<file path="config.mk">
export PLATFORM = sky130hd
export DESIGN_NAME = ysyx_22050612_ifq
export DESIGN_NICKNAME = d
export VERILOG_FILES = /design/src/rtl/ysyx_22050612_pkg.sv /design/src/rtl/ysyx_22050612_ifq_ptr.sv /design/src/rtl/ysyx_22050612_ifq.sv
export SDC_FILE = /design/constraint.sdc
export NUM_CORES = 1
export LEC_CHECK = 0
export CAP_MARGIN = 30
export CELL_PAD_IN_SITES_DETAIL_PLACEMENT = 0
export CELL_PAD_IN_SITES_GLOBAL_PLACEMENT = 2
export CORE_MARGIN = 3
export CORE_UTILIZATION = 42
export CTS_CLUSTER_SIZE = 30
export DETAILED_ROUTE_END_ITERATION = 16
export GPL_TIMING_DRIVEN = 0
export PLACE_DENSITY_LB_ADDON = 0.12
export SYNTH_ARGS = -nofsm -noshare
export SYNTH_HDL_FRONTEND = slang
export SYNTH_SLANG_ARGS = --single-unit
</file>
<file path="constraint.sdc">
create_clock -name clk -period 4.09 [get_ports clk]
set_input_delay 0.818 -clock clk [delete_from_list [all_inputs] [get_ports clk]]
set_output_delay 0.818 -clock clk [all_outputs]
set_load 0.01 [all_outputs]
</file>
<file path="src/rtl/ysyx_22050612_pkg.sv">
// Shared constants and the fetch-queue entry type for the ysyx_22050612 core.
package ysyx_22050612_pkg;

    localparam int PC_W   = 64;
    localparam int INST_W = 32;
    localparam logic [63:0] RESET_PC = 64'h8000_0000;

    typedef struct packed {
        logic [PC_W-1:0]   pc;
        logic [INST_W-1:0] inst;
    } ifq_entry_t;

endpackage

</file>
<file path="src/rtl/ysyx_22050612_ifq_ptr.sv">
// Queue pointer with an extra wrap bit; increments modulo 2*2^AW and clears synchronously.
module ysyx_22050612_ifq_ptr #(
    parameter int AW = 2
) (
    input  logic        clk,
    input  logic        rst,
    input  logic        clr,
    input  logic        inc,
    output logic [AW:0] ptr_reg
);

    always_ff @(posedge clk or negedge rst) begin
        if (!rst) begin
            ptr_reg <= '0;
        end else if (clr) begin
            ptr_reg <= '0;
        end else if (inc) begin
            ptr_reg <= ptr_reg + 1'b1;
        end
    end

endmodule

</file>
<file path="src/rtl/ysyx_22050612_ifq.sv">
// Instruction fetch queue between fetch and decode, with single-cycle flush.
// Define YSYX_22050612_IFQ_BYPASS_EN to pass fetch straight to decode when empty.
module ysyx_22050612_ifq #(
    parameter int DEPTH  = 4,
    parameter int PC_W   = ysyx_22050612_pkg::PC_W,
    parameter int INST_W = ysyx_22050612_pkg::INST_W
) (
    input  logic                     clk,
    input  logic                     rst,
    input  logic                     in_valid,
    output logic                     in_ready,
    input  logic [PC_W-1:0]          in_pc,
    input  logic [INST_W-1:0]        in_inst,
    output logic                     out_valid,
    input  logic                     out_ready,
    output logic [PC_W-1:0]          out_pc,
    output logic [INST_W-1:0]        out_inst,
    input  logic                     flush,
    output logic [$clog2(DEPTH):0]   count
);
    import ysyx_22050612_pkg::*;

    localparam int AW = $clog2(DEPTH);

    typedef struct packed {
        logic [PC_W-1:0]   pc;
        logic [INST_W-1:0] inst;
    } entry_t;

    logic [AW:0]   head_reg;
    logic [AW:0]   tail_reg;
    logic [AW-1:0] head_idx;
    logic [AW-1:0] tail_idx;
    logic          empty;
    logic          full;
    logic          push;
    logic          pop;
    entry_t        mem_q [DEPTH];
    entry_t        head_entry;

    assign head_idx   = head_reg[AW-1:0];
    assign tail_idx   = tail_reg[AW-1:0];
    assign empty      = (head_reg == tail_reg);
    assign full       = (head_idx == tail_idx) && (head_reg[AW] != tail_reg[AW]);
    assign count      = tail_reg - head_reg;
    assign in_ready   = !full && !flush;
    assign head_entry = mem_q[head_idx];
    assign pop        = !empty && out_ready && !flush;

`ifdef YSYX_22050612_IFQ_BYPASS_EN
    logic bypass_sel;
    logic bypass_take;

    // An empty queue forwards fetch directly; a consumed forward never occupies a slot.
    assign bypass_sel  = empty && !flush;
    assign bypass_take = bypass_sel && in_valid && out_ready;
    assign out_valid   = bypass_sel ? in_valid : !empty;
    assign out_pc      = bypass_sel ? in_pc    : head_entry.pc;
    assign out_inst    = bypass_sel ? in_inst  : head_entry.inst;
    assign push        = in_valid && in_ready && !bypass_take;
`else
    assign out_valid   = !empty;
    assign out_pc      = head_entry.pc;
    assign out_inst    = head_entry.inst;
    assign push        = in_valid && in_ready;
`endif

    ysyx_22050612_ifq_ptr #(.AW(AW)) u_head (
        .clk     (clk),
        .rst     (rst),
        .clr     (flush),
        .inc     (pop),
        .ptr_reg (head_reg)
    );

    ysyx_22050612_ifq_ptr #(.AW(AW)) u_tail (
        .clk     (clk),
        .rst     (rst),
        .clr     (flush),
        .inc     (push),
        .ptr_reg (tail_reg)
    );

    // Storage survives a flush; only reset zeroes it.
    for (genvar gi = 0; gi < DEPTH; gi++) begin : g_mem
        entry_t entry_reg;

        always_ff @(posedge clk or negedge rst) begin
            if (!rst) begin
                entry_reg <= '0;
            end else if (push && (tail_idx == AW'(gi))) begin
                entry_reg <= {in_pc, in_inst};
            end
        end

        assign mem_q[gi] = entry_reg;
    end

endmodule
</file>
==> results of run 1 <==
-- power by group through the flow --
stage	combinational (mW)	clock (mW)	sequential [mW]
2_1_floorplan	2.91	0	5.76
3_3_place_gp	4.64	0	5.98
3_5_place_dp	4.71	0	6.00
4_1_cts	4.73	4.08	5.94
5_1_grt	5.00	4.25	6.12
6_report	4.63	3.96	5.94
-- cell usage in the layout (no fill, tap or decap), types with 2 or more instances in the layout --
cell type,n
sky130_fd_sc_hd__clkdlybuf4s50_1,200
sky130_fd_sc_hd__buf_6,9
sky130_fd_sc_hd__clkbuf_16,47
sky130_fd_sc_hd__inv_1,8
sky130_fd_sc_hd__o211ai_2,2
sky130_fd_sc_hd__o211ai_4,2
sky130_fd_sc_hd__buf_2,18
sky130_fd_sc_hd__buf_16,3
sky130_fd_sc_hd__buf_8,3
sky130_fd_sc_hd__buf_4,22
sky130_fd_sc_hd__mux2_1,70
sky130_fd_sc_hd__mux2_2,306
sky130_fd_sc_hd__nand2_1,2
sky130_fd_sc_hd__clkbuf_1,18
sky130_fd_sc_hd__ha_1,7
sky130_fd_sc_hd__dfrtp_1,390
sky130_fd_sc_hd__mux4_2,96
sky130_fd_sc_hd__clkbuf_8,15
sky130_fd_sc_hd__mux2_4,10
sky130_fd_sc_hd__clkinv_2,9
sky130_fd_sc_hd__o2111ai_1,3
sky130_fd_sc_hd__nor2_1,6
sky130_fd_sc_hd__clkbuf_4,2
sky130_fd_sc_hd__nor2b_1,2
-- cells by family after synthesis --
logic type      after synthesis  share of synthesized area [%]
xor+xnor                      2                          0.146
simple gates                 16                          0.453
buf+inv                      73                           2.74
compound gates               13                          0.803
flops                       390                           57.0
mux                         483                           38.3
fa+ha+maj                     8                          0.628
-- cell type report --
class                   instances  area (um2)
fillers                      3343       18600
plain buffers                  63         440
repair buffers                204        2100
clock inverters                12        72.6
well taps                     525         657
multi-input cells             522        6910
flip-flops and latches        390        9760
clock buffers                  71        1420
inverters                       8        30.0
-- worst paths after layout --
| check | startpoint | endpoint | slack, ns | cells after the start |
|---|---|---|---|---|
| max reg2reg | u_head.ptr_reg[1] | g_mem[1].entry_reg[90] | 0.93 | 8 |
| max in group asynchronous | rst | g_mem[1].entry_reg[84] | 2.37 | 3 |
| min | rst | g_mem[1].entry_reg[40] | 0.28 | 1 |
| min in group clk | g_mem[0].entry_reg[71] | g_mem[0].entry_reg[71] | 0.49 | 1 |
| max | u_head.ptr_reg[0] | out_pc[48] | 0.25 | 5 |
| min reg2reg | g_mem[0].entry_reg[71] | g_mem[0].entry_reg[71] | 0.49 | 1 |
-- cells in the mapped netlist --
library cell | number | area, um2
sky130_fd_sc_hd__a21oi_1 | 1 | 5.00
sky130_fd_sc_hd__nor2b_1 | 2 | 12.5
sky130_fd_sc_hd__nor3_1 | 1 | 5.00
sky130_fd_sc_hd__ha_1 | 7 | 87.6
sky130_fd_sc_hd__nand2b_1 | 1 | 6.26
sky130_fd_sc_hd__xnor2_2 | 1 | 16.3
sky130_fd_sc_hd__a31oi_1 | 1 | 6.26
sky130_fd_sc_hd__mux2_4 | 10 | 150
sky130_fd_sc_hd__o21a_1 | 1 | 7.51
sky130_fd_sc_hd__inv_1 | 8 | 30.0
sky130_fd_sc_hd__nor2_1 | 6 | 22.5
sky130_fd_sc_hd__mux2i_1 | 1 | 10.0
sky130_fd_sc_hd__o211ai_2 | 2 | 25.0
sky130_fd_sc_hd__clkbuf_1 | 12 | 45.0
sky130_fd_sc_hd__xnor2_1 | 1 | 8.76
sky130_fd_sc_hd__o311ai_0 | 1 | 8.76
sky130_fd_sc_hd__buf_2 | 21 | 105
sky130_fd_sc_hd__a211o_1 | 1 | 8.76
sky130_fd_sc_hd__o31ai_1 | 1 | 7.51
sky130_fd_sc_hd__mux2_1 | 70 | 788
sky130_fd_sc_hd__and2_1 | 1 | 6.26
sky130_fd_sc_hd__buf_4 | 21 | 158
sky130_fd_sc_hd__buf_6 | 9 | 101
sky130_fd_sc_hd__o2111ai_1 | 3 | 26.3
sky130_fd_sc_hd__mux2_2 | 306 | 3450
sky130_fd_sc_hd__or3b_2 | 1 | 8.76
sky130_fd_sc_hd__mux4_2 | 96 | 2160
sky130_fd_sc_hd__fa_1 | 1 | 20.0
sky130_fd_sc_hd__buf_8 | 2 | 30.0
sky130_fd_sc_hd__o211ai_4 | 2 | 42.5
sky130_fd_sc_hd__dfrtp_1 | 390 | 9760
sky130_fd_sc_hd__nand2_1 | 3 | 11.3
sky130_fd_sc_hd__nand3_1 | 1 | 5.00
-- routing by layer --
metal  vias up  track usage (%)
met4         6             4.63
met5         -                0
li1       4200                -
met1      5043             25.1
met3        53             5.14
met2       160             29.4
-- stage by stage --
stage	util (%)	worst slack (ns)	hold WS, ns
2_1_floorplan	-	1.12	0.459
4_1_cts	53.4	0.0251	0.306
5_1_grt	53.4	0.0740	0.343
3_3_place_gp	49.5	-15.48	0.468
3_5_place_dp	49.7	-0.467	0.477
6_report	53.4	0.249	0.284
==> run summary, run 1 <==
Count of clock tree sinks = 390
Net count of the mapped netlist = 1,094
Required time worst endpoint = 3.27 ns
Largest clock skew in the final design = 0.0108 ns
Initial antenna violation count = 4
Rows = 73
Post-DP HPWL = 25,800 um
Wire length of the first global-routing pass = 62,700 um
Core area = 40,000 um2
Seq cells post-synth = 390
Net Sw Frac = 26.9%
Setup crit start kind = flop
Post-Layout Inst Area = 21,400 um2
Internal power = 10.6 mW
Maximum clock insertion buffer count = 3
Max Used Layer = met5
Placed cell area = 19,900 um2
Max FO, Critical Path = 10
Setup Crit Path Kind = reg2out
Detailed Routing Iterations Pass 1 = 4
Number of distinct standard cells referenced by the synthesized netlist = 33
Combinational cell fraction of total power = 31.9%
Number of top-level pins = 202
Overflow after GRT = 0
Psw = 3.91 mW
Number of failing setup endpoints in the final timing report = 0
Met2 WL = 18,400 um
Total power = 14.5 mW
Status = finished, final reports clean
Placed Instances = 1,714
Sequential-to-total area share from yosys stat = 57.0%
Cell type of the slowest stage on the worst timing path = sky130_fd_sc_hd__mux4_2
Clock tree from TritonCTS = done
Buf/Inv on CP = 4
Average wire per cell in the routed design = 21.5 um
Chip width = 208 um
Die Area = 43,300 um2
PwrDens = 679 nW/um2
Type of element capturing the critical path = output port
Number of max-slew violations in the final report = 0
DR vias/cell = 5.27
Fraction of layout instances using a drive strength above 1 = 43.4%
TritonCTS buffer count = 46
Type of the worst min-delay path = in2async
Minimum clock period = 3.84 ns
Measured slew at the worst slew-check pin = 0.767 ns
Gate Count Post-Synth = 985
Max reg flops = 384
Final ANT Viol Nets = 0
Via count of the first global-routing pass = 10,450
Fraction of power consumed by the clock network = 27.2%
Non-filler instance count after layout = 1,795
Number of maximum-capacitance violations = 0
Final Hold Vio Count = 0
Share of the cycle needed by the critical path after routing = 93.9%
Worst path max stage delay = 0.57 ns
Top delay family on crit path = buffers and inverters
Count of port buffers added during placement = 201
Syn avg cell area = 17.4 um2
Critical Path AT = 3.02 ns
Share of total power in sequential cells = 40.9%
Clock Tree Root = sky130_fd_sc_hd__clkbuf_16
Detailed Route Iter0 Violations = 283
Slew Limit Headroom = 48.9%
Global placer's final weighted congestion = 0.705
Met1 routed wirelength after detailed routing = 17,200 um
Peak VDD IR = 404 uV
Post-CTS resize count = 4
CP Cell Sequence = clkbuf_2 > buf_4 > clkbuf_4 > mux4_2 > clkdlybuf4s50_1
Largest net degree at the start of global routing = 119
Buffers inserted by post-CTS timing repair = 0
Vias post-DR = 9,462
Leakage power summed over all cells = 9.29 nW
Diodes inserted = 0
DR DRC count = 0
Count of hold buffers inserted by post-cts repair = 0
Top achievable clock speed = 260 MHz
Warning count from the yosys run = 0
Post-synthesis to final-layout area growth = 24.8%
Die outline height = 208 um
Total length of routed wires = 38,500 um
Met3 wire len = 2220 um
Netlist area before placement = 17,100 um2
CTS H-tree depth = 2
Unrepaired setup endpoints after global routing = false
Global-route usage over all layers = 18.4%
Clock Pin Slew Worst Setup and Hold Paths = 0.06 ns
Effective utilization at floorplan = 42.8%
Clock insertion delay at the later pin of the skew report = 0.55 ns
Setup TNS = 0 ns
Final net count = 1,344
Power figures use the tool's default switching activity.
==> run 2: changes to the inputs <==
--- a/config.mk
+++ b/config.mk
@@ -9,7 +9,7 @@
 export CELL_PAD_IN_SITES_DETAIL_PLACEMENT = 0
 export CELL_PAD_IN_SITES_GLOBAL_PLACEMENT = 2
 export CORE_MARGIN = 3
-export CORE_UTILIZATION = 42
+export CORE_UTILIZATION = 29
 export CTS_CLUSTER_SIZE = 30
 export DETAILED_ROUTE_END_ITERATION = 16
 export GPL_TIMING_DRIVEN = 0
==> run 2 against run 1 <==
- critical path depth rose by 4
- non-clock buffer count rose by 3
- total power rose by 1.5%
- sequential power barely moved
- final cell count rose by 14%
- critical endpoint is now in_ready
- largest cell class unchanged
- highest routed layer unchanged
==> run summary, run 2 (synthesized netlist as in run 1, its figures left out) <==
Status = finished, final reports clean
Cell type of the slowest stage on the worst timing path = sky130_fd_sc_hd__clkdlybuf4s50_1
Global-route usage over all layers = 14.0%
Fin util = 37.6%
Maximum clock insertion buffer count = 3
Placed Instances = 1,955
Top achievable clock speed = 256 MHz
Minimum clock period = 3.90 ns
Die outline height = 249 um
Effective utilization at floorplan = 29.5%
Final worst slack = 0.188 ns
Detailed Route Iter0 Violations = 300
Critical Path AT = 3.08 ns
Post-synthesis to final-layout area growth = 27.2%
Number of top-level pins = 202
Total length of routed wires = 43,000 um
Fin Hold WS = 0.199 ns
Count of clock tree sinks = 390
Measured slew at the worst slew-check pin = 0.796 ns
DR vias/cell = 4.65
Global placer's final weighted congestion = 0.696
DR DRC count = 0
Peak VDD IR = 308 uV
Die Area = 62,000 um2
Clock Pin Slew Worst Setup and Hold Paths = 0.06 ns
Wire length of the first global-routing pass = 67,000 um
CP Cell Sequence = buf_4 > clkbuf_8 > clkbuf_4 > inv_1 > ha_1 > nand2_4 > nor2_1 > nor2_1 > clkdlybuf4s50_1
Number of maximum-capacitance violations = 0
Most common cell after layout, fill and taps aside = sky130_fd_sc_hd__dfrtp_1
Max reg flops = 384
Final net count = 1,349
Final-layout fill cell count = 5,451
Setup TNS = 0 ns
PwrDens = 676 nW/um2
Clock insertion delay at the later pin of the skew report = 0.57 ns
Fraction of layout instances using a drive strength above 1 = 43.4%
CP dominant cell by count = sky130_fd_sc_hd__nor2_1
Clock tree from TritonCTS = done
Top delay family on crit path = buffers and inverters
Required time worst endpoint = 3.27 ns
Core area = 58,000 um2
Top library cells by usage in the layout, fill and taps aside = sky130_fd_sc_hd__dfrtp_1, sky130_fd_sc_hd__mux2_2, sky130_fd_sc_hd__clkdlybuf4s50_1, sky130_fd_sc_hd__mux4_2, sky130_fd_sc_hd__mux2_1
Placed cell area = 20,200 um2
Number of failing setup endpoints in the final timing report = 0
Pre-CTS WS = -0.660 ns
Count of hold buffers inserted by post-cts repair = 0
Post-DP HPWL = 28,300 um
Non-filler instance count after layout = 2,041
TritonCTS buffer count = 48
Setup crit start kind = flop
Initial antenna violation count = 4
CTS H-tree depth = 2
Slew Limit Headroom = 46.9%
Final Hold Vio Count = 0
Unrepaired setup endpoints after global routing = false
Rows = 88
Number of max-slew violations in the final report = 0
Type of the worst min-delay path = in2async
Setup Crit Path Kind = reg2out
Worst path max stage delay = 0.55 ns
Post-Layout Inst Area = 21,800 um2
Type of element capturing the critical path = output port
Detailed Routing Iterations Pass 1 = 4
Overflow after GRT = 0
Final ANT Viol Nets = 0
Largest net degree at the start of global routing = 101
Average wire per cell in the routed design = 21.1 um
Largest clock skew in the final design = 0.00839 ns
Count of port buffers added during placement = 201
Clock Tree Root = sky130_fd_sc_hd__clkbuf_16
Via count of the first global-routing pass = 10,666
Share of the cycle needed by the critical path after routing = 95.4%
Vias post-DR = 9,493
Leakage power summed over all cells = 9.34 nW
Chip width = 249 um
Buf/Inv on CP = 5
Max FO, Critical Path = 10
Total power = 14.7 mW
[run 2: where the power goes]
group          leakage [nW]  internal, mW  switching [mW]
clock                 0.766          2.50            1.63
sequential             4.87          5.28           0.639
combinational          3.70          2.96            1.73
[run 2: routing by layer]
metal	up-vias	global-route usage (%)	wire length, um
met4	6	3.15	754
met5	-	0	36
met2	153	23.2	20800
li1	4212	-	-
met3	64	3.80	2250
met1	5058	18.5	19200
[run 2: final timing paths]
kind	endpoint	slack, ns	start	cells past startpoint
min in group clk	g_mem[3].entry_reg[86]	0.48	g_mem[3].entry_reg[86]	1
min reg2reg	g_mem[3].entry_reg[86]	0.48	g_mem[3].entry_reg[86]	1
max	in_ready	0.19	u_head.ptr_reg[1]	9
max in group asynchronous	g_mem[2].entry_reg[17]	2.46	rst	3
max reg2reg	g_mem[2].entry_reg[81]	0.64	u_head.ptr_reg[1]	10
min	g_mem[1].entry_reg[70]	0.20	rst	1
[run 2: final cells by class]
type,instances,area (um2),area share [%]
Buffer,65,463,2.12
Timing Repair Buffer,205,2130,9.76
Inverter,8,30.0,0.138
Antenna cell,1,2.50,0.0115
Sequential cell,390,9760,44.8
Clock inverter,6,41.3,0.189
Multi-Input combinational cell,522,6910,31.7
Clock buffer,79,1510,6.92
Tap cell,765,957,4.39
[run 2: repair_timing]
| action | 4_1_cts | 5_1_grt |
|---|---|---|
| gates resized for setup | 12 | 0 |
| setup endpoints to repair | 477 | 0 |
| setup buffers | 0 | 0 |
[run 2: worst register-to-register path, cell delays in order, from the launching register on]
cell,delay [ns]
sky130_fd_sc_hd__dfrtp_1,0.42
sky130_fd_sc_hd__buf_4,0.27
sky130_fd_sc_hd__clkbuf_8,0.25
sky130_fd_sc_hd__clkbuf_4,0.27
sky130_fd_sc_hd__inv_1,0.07
sky130_fd_sc_hd__ha_1,0.36
sky130_fd_sc_hd__nand2_4,0.14
sky130_fd_sc_hd__o211ai_2,0.57
sky130_fd_sc_hd__buf_4,0.35
sky130_fd_sc_hd__buf_4,0.27
sky130_fd_sc_hd__mux2_2,0.36
==> run 3: changes to the inputs <==
--- a/config.mk
+++ b/config.mk
@@ -12,8 +12,10 @@
 export CORE_UTILIZATION = 29
 export CTS_CLUSTER_SIZE = 30
 export DETAILED_ROUTE_END_ITERATION = 16
+export GPL_ROUTABILITY_DRIVEN = 0
 export GPL_TIMING_DRIVEN = 0
 export PLACE_DENSITY_LB_ADDON = 0.12
 export SYNTH_ARGS = -nofsm -noshare
 export SYNTH_HDL_FRONTEND = slang
+export SYNTH_HIERARCHICAL = 1
 export SYNTH_SLANG_ARGS = --single-unit
==> run 3 against run 2 <==
- clock power decreased by 4%
- critical path depth decreased by 4
- setup slack better by 0.053 ns
- first-iteration DRC count down 5.7%
- global-route usage is 0.18 points lower
- sequential power decreased by 15%
- design area decreased by 1.4%
- synthesized cell count is 1.4% lower
- flip-flop and latch count did not move
- critical path type unchanged
- largest power group unchanged
- highest routed layer unchanged
==> run summary, run 3 <==
Status = finished, final reports clean
Detailed Routing Iterations Pass 1 = 4
Peak VDD IR = 274 uV
Largest net degree at the start of global routing = 104
Leakage power summed over all cells = 9.28 nW
Max FO, Critical Path = 10
Required time worst endpoint = 3.27 ns
Seq cells post-synth = 390
Top achievable clock speed = 260 MHz
Share of Yosys cell area claimed by the top area cell type = 57.7%
EDFF count, synth = 0
Die outline height = 248 um
Worst reg2reg startpoint = u_head/ptr_reg[1]
Average wire per cell in the routed design = 20.6 um
Clock insertion delay at the later pin of the skew report = 0.56 ns
Rows = 87
PwrDens = 520 nW/um2
Number of top-level pins = 202
Type of element capturing the critical path = output port
Most common cell after layout, fill and taps aside = sky130_fd_sc_hd__dfrtp_1
Maximum clock insertion buffer count = 3
Setup crit start kind = flop
Netlist area before placement = 16,900 um2
Final net count = 1,330
Clock tree from TritonCTS = done
Setup Crit Path Kind = reg2out
Gate Count Post-Synth = 971
Number of maximum-capacitance violations = 0
Type of the worst min-delay path = in2async
Slew Limit Headroom = 45.2%
Overflow after GRT = 0
Warning count from the yosys run = 6
Post-synthesis to final-layout area growth = 27.1%
Synth Flop Type = sky130_fd_sc_hd__dfrtp_1
Most common cell in the netlist = sky130_fd_sc_hd__dfrtp_1
Chip width = 248 um
Initial antenna violation count = 3
Top cell types by occurrence after synthesis = sky130_fd_sc_hd__dfrtp_1, sky130_fd_sc_hd__mux2_2, sky130_fd_sc_hd__mux4_2
Core area = 57,000 um2
Count of port buffers added during placement = 201
Max reg flops = 384
Non-filler instance count after layout = 2,014
Total length of routed wires = 41,500 um
CTS H-tree depth = 2
Number of failing setup endpoints in the final timing report = 0
DR vias/cell = 4.68
Final-layout fill cell count = 5,454
Syn avg cell area = 17.4 um2
TritonCTS buffer count = 46
Wire length of the first global-routing pass = 64,500 um
Effective utilization at floorplan = 29.7%
Launching element of the worst setup path = u_head/ptr_reg[1]
Sequential-to-total area share from yosys stat = 57.7%
Number of distinct standard cells referenced by the synthesized netlist = 25
Final Hold Vio Count = 0
Via count of the first global-routing pass = 10,413
Top library cells by usage in the layout, fill and taps aside = sky130_fd_sc_hd__dfrtp_1, sky130_fd_sc_hd__mux2_2, sky130_fd_sc_hd__clkdlybuf4s50_1, sky130_fd_sc_hd__mux4_2, sky130_fd_sc_hd__clkbuf_16
Die Area = 61,300 um2
Detailed Route Iter0 Violations = 283
Count of clock tree sinks = 390
Number of max-slew violations in the final report = 0
Unrepaired setup endpoints after global routing = false
Net count of the mapped netlist = 1,077
Global-route usage over all layers = 13.9%
Final ANT Viol Nets = 0
DR DRC count = 0
Fraction of layout instances using a drive strength above 1 = 48.9%
Post-DP HPWL = 27,100 um
Minimum clock period = 3.85 ns
Vias post-DR = 9,426
Measured slew at the worst slew-check pin = 0.821 ns
Share of the cycle needed by the critical path after routing = 94.1%
Clock Tree Root = sky130_fd_sc_hd__clkbuf_16
Top cells by area, synth = sky130_fd_sc_hd__dfrtp_1, sky130_fd_sc_hd__mux2_2, sky130_fd_sc_hd__mux4_2
Fin Hold WS = 0.185 ns
Clock Pin Slew Worst Setup and Hold Paths = 0.06 ns
Largest area contributor in the netlist = sky130_fd_sc_hd__dfrtp_1
Proportion of synthesized flip-flops having asynchronous set or reset = 100%
Critical Path AT = 3.03 ns
Placed Instances = 1,932
Largest clock skew in the final design = 0.0150 ns
[run 3: cell families (layout without fill, tap and decap cells)]
kind of cell	count (synthesis)	in the layout	synth area share, %
mux	482	482	38.5
flops	390	390	57.7
buf+inv	68	353	2.25
simple gates	14	14	0.429
compound gates	8	8	0.510
fa+ha+maj	5	5	0.414
xor+xnor	4	4	0.252
other cells	0	2	0
[run 3: path summary, 6_finish.rpt]
kind | endpoint | slack [ns] | depth (start not counted)
worst max-delay path | out_pc[45] | 0.24 | 5
worst min-delay path | g_mem[2].entry_reg[80] | 0.19 | 1
worst max register to register | g_mem[2].entry_reg[63] | 0.69 | 10
worst min register to register | g_mem[2].entry_reg[94] | 0.50 | 1
max in group asynchronous | g_mem[0].entry_reg[37] | 2.59 | 3
min in group clk | g_mem[2].entry_reg[94] | 0.50 | 1
[run 3: critical path: stages (launching register included)]
cell and delay (ns):
sky130_fd_sc_hd__dfrtp_1 0.43, sky130_fd_sc_hd__clkbuf_8 0.23, sky130_fd_sc_hd__clkbuf_8 0.22, sky130_fd_sc_hd__clkbuf_1 0.64, sky130_fd_sc_hd__mux4_2 0.42, sky130_fd_sc_hd__clkdlybuf4s50_1 0.53
[run 3: cell type report]
type                       instances  area, um2  area share (%)
antenna                            2       5.00          0.0233
buffer                            63        399            1.86
clock buffer                      71       1390            6.45
clock inverter                     9       73.8           0.343
inverter                           5       18.8          0.0873
multi-input combinational        513       6780            31.5
sequential                       390       9760            45.4
tap                              756        946            4.40
timing repair buffer             205       2130            9.91
[run 3: routing by layer]
metal	up-vias	wire length (um)	GRT usage, %
met4	6	848	3.98
li1	4170	-	-
met5	-	42	0
met3	65	2240	3.60
met1	5014	18700	18.5
met2	171	19600	22.3
[run 3: report_power, final]
group          total, mW  switching [mW]  internal (mW)
Combinational       2.21           0.773           1.44
Sequential          5.01           0.356           4.66
Clock               3.96            1.58           2.38
Total               11.2            2.71           8.47
[run 3: through the flow]
| stage | util [%] | setup slack (ns) | power, mW | TNS [ns] | instance area (um2) |
|---|---|---|---|---|---|
| 3_3_place_gp | 34.8 | -16.13 | 7.31 | -6506.86 | 19900 |
| 3_5_place_dp | 35.0 | -0.898 | 7.35 | -238.04 | 20000 |
| 5_1_grt | 37.7 | 0.0293 | 11.8 | 0 | 21500 |
| 6_report | 37.7 | 0.241 | 11.2 | 0 | 21500 |
| 4_1_cts | 37.7 | 0.00557 | 11.4 | 0 | 21500 |
| 2_1_floorplan | - | 1.20 | 6.29 | 0 | 16900 |
[run 3: what timing repair did]
action,in CTS,in global routing
buffers inserted,0,0
endpoints found under the setup margin,447,20
resized for setup,10,5
hold buffers,0,0
